File: config.mk
export PLATFORM = sky130hd
export DESIGN_NAME = register_bank
export DESIGN_NICKNAME = d
export VERILOG_FILES = /design/src/rtl/register_bank.sv
export SDC_FILE = /design/constraint.sdc
export NUM_CORES = 2
export LEC_CHECK = 0
export ABC_AREA = 0
export ABC_CLOCK_PERIOD_IN_PS = 62900
export CAP_MARGIN = 40
export CORE_AREA = 2 2 228 454
export DETAILED_ROUTE_END_ITERATION = 8
export DIE_AREA = 0 0 230 456
export PLACE_DENSITY = 0.73
export SYNTH_ARGS = -nofsm -noshare
export SYNTH_HDL_FRONTEND = slang
export SYNTH_SLANG_ARGS = --single-unit
File: constraint.sdc
create_clock -name clk -period 62.9 [get_ports clk]
set_input_delay 15.725 -clock clk [delete_from_list [all_inputs] [get_ports clk]]
set_output_delay 15.725 -clock clk [all_outputs]
set_load 0.02 [all_outputs]
File: src/rtl/register_bank.sv
// register_bank: 32 x 32-bit MIPS general-purpose register file.
// Two combinational read ports, one clocked write port, r0 hardwired to zero.
// Optional write-through bypass lets a read see this cycle's write data.
module register_bank #(
    parameter int DATA_W = 32,
    parameter int ADDR_W = 5,
    parameter int BYPASS = 1
) (
    input  logic              clk,
    input  logic              rst,
    input  logic [ADDR_W-1:0] rd_addr1,
    output logic [DATA_W-1:0] rd_data1,
    input  logic [ADDR_W-1:0] rd_addr2,
    output logic [DATA_W-1:0] rd_data2,
    input  logic [ADDR_W-1:0] rw_addr,
    input  logic [DATA_W-1:0] rw_data,
    input  logic              rw_en
);

    localparam int DEPTH = 2 ** ADDR_W;

    // Name kept as Reg so benches can preload and peek by hierarchy.
    logic [DATA_W-1:0] Reg [0:DEPTH-1];

    logic wr_live;
    logic hit1;
    logic hit2;

    // r0 writes are dropped here rather than masked on read only, so the array stays clean.
    assign wr_live = rw_en && (rw_addr != '0);
    assign hit1    = (BYPASS != 0) && wr_live && (rd_addr1 == rw_addr);
    assign hit2    = (BYPASS != 0) && wr_live && (rd_addr2 == rw_addr);

    // Storage: async clear of every entry, otherwise a single write per edge.
    always_ff @(posedge clk or posedge rst) begin
        if (rst) begin
            for (int i = 0; i < DEPTH; i++) begin
                Reg[i] <= '0;
            end
        end else if (wr_live) begin
            Reg[rw_addr] <= rw_data;
        end
    end

    // Read port 1: zero while in reset or addressing r0 (even if r0 was forced), else bypass or array.
    always_comb begin
        rd_data1 = '0;
        if (!rst && (rd_addr1 != '0)) begin
            rd_data1 = hit1 ? rw_data : Reg[rd_addr1];
        end
    end

    // Read port 2: same rules as port 1, evaluated independently.
    always_comb begin
        rd_data2 = '0;
        if (!rst && (rd_addr2 != '0)) begin
            rd_data2 = hit2 ? rw_data : Reg[rd_addr2];
        end
    end

endmodule

==> flow_metrics.tcl <==
set metrics [dict create \
    run_status "complete, no violations" \
    largest_reg_flops 1024 \
    track_usage 0.323 \
    rows 165 \
    cts_buffer_depth 3 \
    top_register "Reg" \
    critPathMaxFanout 64 \
    antenna_found_initial 3 \
    cts_buffers 92 \
    routedWlPerCell_um 32.4 \
    finalSetupViolCount 0 \
    grt_pass1_vias 38085 \
    yosys-top-cells-area "dfrtp_1, mux2_2, mux4_2" \
    grt_max_degree 187 \
    worst_pin_slew_ns 1.13 \
    grt_pass1_wl_mm 249 \
    vias_per_cell 7.01 \
    crit_type "in -> out" \
    synth-seq-cells 1024 \
    switching_share 0.276 \
    clock_latency_ns 0.70 \
    synth_edf_count 0 \
    cts.repair.resized 0 \
    cp_slowest_cell "buf_4" \
    nFillCells 7832 \
    num_vias 36089 \
    top_regs "Reg: 1024 flops" \
    crit_path_start_kind "input port" \
    avgSynthCellArea_um2 14.4 \
    numPortBuffers 113 \
    clock-sinks 1024 \
    drtIter0Drc 2858 \
    peakVddDrop_v 0.0000259 \
    gp_congestion 0.815 \
    ys.flop_type "dfrtp_1" \
    start_util 0.547 \
    syn_to_final_growth_pct 10.2 \
    drtAntennaViolNets 0 \
    yosys.area.top_type "dfrtp_1" \
    critical_path_required_ns 47.18 \
    numPlacedInstances 4978 \
    intPower_w 0.00134 \
    cpPeakStageDelay_ns 0.77 \
    maxSlewHeadroom 0.249 \
    path_buf_inv 4 \
    fmax_mhz 28.1 \
    gr-total-overflow 0 \
    yosysWarnings 0 \
    drcViolationCount 0 \
    critPathTopFamily "buffers and inverters" \
    p_switching_w 0.000513 \
    worst_ep_arrival_time_ns 19.91 \
    synth-seq-area-share 0.463 \
    drive_gt1_frac 0.448 \
    fin_crit_sh 0.567 \
    die_w_um 230 \
    p_clk_frac 0.322 \
    nets 3786 \
    dr.pass1.iters 5 \
    rsz0062_at_grt "no" \
    synth_top_area_share 0.463 \
    p_seq_frac 0.471 \
    dp_hpwl_mm 100 \
    netlist_instances 3839 \
    async_flop_share 1.00 \
    fp.coreArea_mm2 0.101 \
    hold_buffers 0 \
    skew_ns 0 \
    p_leak_nw 26.7 \
    min-delay-path-class "reg -> reg" \
    power_frac_comb 0.208 \
    syn_area_mm2 0.0553 \
    fin_setup_tns_ns 0 \
    power_density_mw_per_mm2 30.5 \
    ctsHtreeMaxLevel 3 \
    final_hold_viol_count 0 \
    syn_nets 3889 \
    drv_slew 0 \
    cts.clk_slew.worst_paths_ns 0.06 \
    min_period_ns 35.64 \
    cts_setup_buffers 0 \
    num_io_pins 114 \
    ys_types 44 \
    cap_violations 0 \
    clock-root-buffer "clkbuf_16" \
    crit_chain "buf_8 > buf_4 > buf_4 > mux4_2 > nor2b_1 > a211oi_1 > a211oi_1 > a211o_1 > clkdlybuf4s50_1" \
    fin_cells 5146 \
    r2r_slack_ns 62.05 \
    fp.dieH_um 456 \
    cts_tree "done" \
    end_kind "primary output" \
    wirelength_mm 167 \
    dieArea_mm2 0.105 \
]
-- path summary, 6_finish.rpt --
kind                              from           end  depth (start not counted)
setup / recovery           rd_addr1[0]  rd_data1[28]                          9
hold / removal               Reg[1019]     Reg[1019]                          0
setup reg to reg               Reg[66]       Reg[66]                          1
hold reg to reg              Reg[1019]     Reg[1019]                          0
max in group asynchronous          rst      Reg[396]                          5
min in group asynchronous          rst      Reg[732]                          2
-- power groups by stage --
stage / clock network [W] / registers (W) / logic [W]
CTS: 0.000604 / 0.000873 / 0.000386
global route: 0.000631 / 0.000891 / 0.000412
finish: 0.000597 / 0.000874 / 0.000385
detailed placement: 0 / 0.000885 / 0.000385
global placement: 0 / 0.000875 / 0.000371
floorplan: 0 / 0.000855 / 0.000305
-- layout by cell type, fill, tap and decap left out, drive strengths merged, types with 2 or more instances in the layout --
cell / count
a21oi: 98
nand4: 3
nor4: 2
inv: 7
mux2: 992
buf: 142
nor3b: 3
nand2: 17
dfrtp: 1024
nand3: 2
mux4: 372
xnor2: 8
xor2: 2
nand3b: 4
o21ai: 12
nor3: 3
diode: 3
o31ai: 2
bufinv: 7
a221oi: 140
a22oi: 96
o21bai: 64
nand2b: 20
clkdlybuf4s50: 105
nand4b: 3
a211o: 64
mux2i: 312
nor4b: 3
nor2: 17
nor2b: 36
clkinv: 24
clkinvlp: 2
o211ai: 22
a211oi: 64
clkbuf: 130
-- layout make-up --
cell class / instances / area, um2 / area share
antenna: 3 / 7.51 / 0.000123
clock buffer: 130 / 2760 / 0.0452
clock inverter: 35 / 400 / 0.00657
inverter: 5 / 26.3 / 0.000431
multi-input combinational: 2366 / 27900 / 0.457
sequential: 1024 / 25600 / 0.420
tap: 1336 / 1670 / 0.0274
timing repair buffer: 247 / 2580 / 0.0423
-- Yosys cell counts (3+ instances only) --
cell type,count
mux4_2,372
nand2_1,17
dfrtp_1,1024
buf_1,38
nand2b_1,20
nand4b_1,3
nand4_1,3
buf_4,31
nor3b_1,3
mux2i_1,312
a221oi_1,140
o21bai_1,64
o211ai_1,22
buf_2,151
a22oi_1,96
nand3b_1,4
o21ai_0,12
mux2_2,991
a211oi_1,64
a21oi_1,98
xnor2_1,8
nor2b_1,36
inv_1,4
a211o_1,64
clkbuf_1,223
nor2_1,15
-- metal layers --
| metal | GRT usage | vias to the layer above | part of all wire | wire [um] |
|---|---|---|---|---|
| met5 | 0 | - | 0.000078 | 13 |
| met1 | 0.385 | 19284 | 0.36 | 59800 |
| li1 | - | 14691 | - | - |
| met3 | 0.0514 | 536 | 0.065 | 10900 |
| met4 | 0.192 | 2 | 0.065 | 10800 |
| met2 | 0.549 | 1576 | 0.51 | 85200 |
-- per-stage QoR --
step           total power [W]  utilization  setup slack [ns]  area (um2)  hold slack, ns
4_1_cts                0.00186        0.602             27.23       60900           0.398
2_1_floorplan          0.00116            -              6.25       55300           0.441
3_3_place_gp           0.00125        0.565             27.25       57200           0.376
5_1_grt                0.00193        0.602             27.07       60900           0.406
6_report               0.00186        0.602             27.26       60900           0.397
3_5_place_dp           0.00127        0.571             27.24       57800           0.384
-- logic make-up after synthesis --
logic type                after synthesis  share of synthesized area
buffers and inverters                 449                     0.0361
DFF                                  1024                      0.463
xor gates and xnor gates               10                    0.00158
muxes                                1676                      0.410
and+or+nand+nor                       117                     0.0126
AOI/OAI and AO/OA                     563                     0.0763
Power figures use the tool's default switching activity.
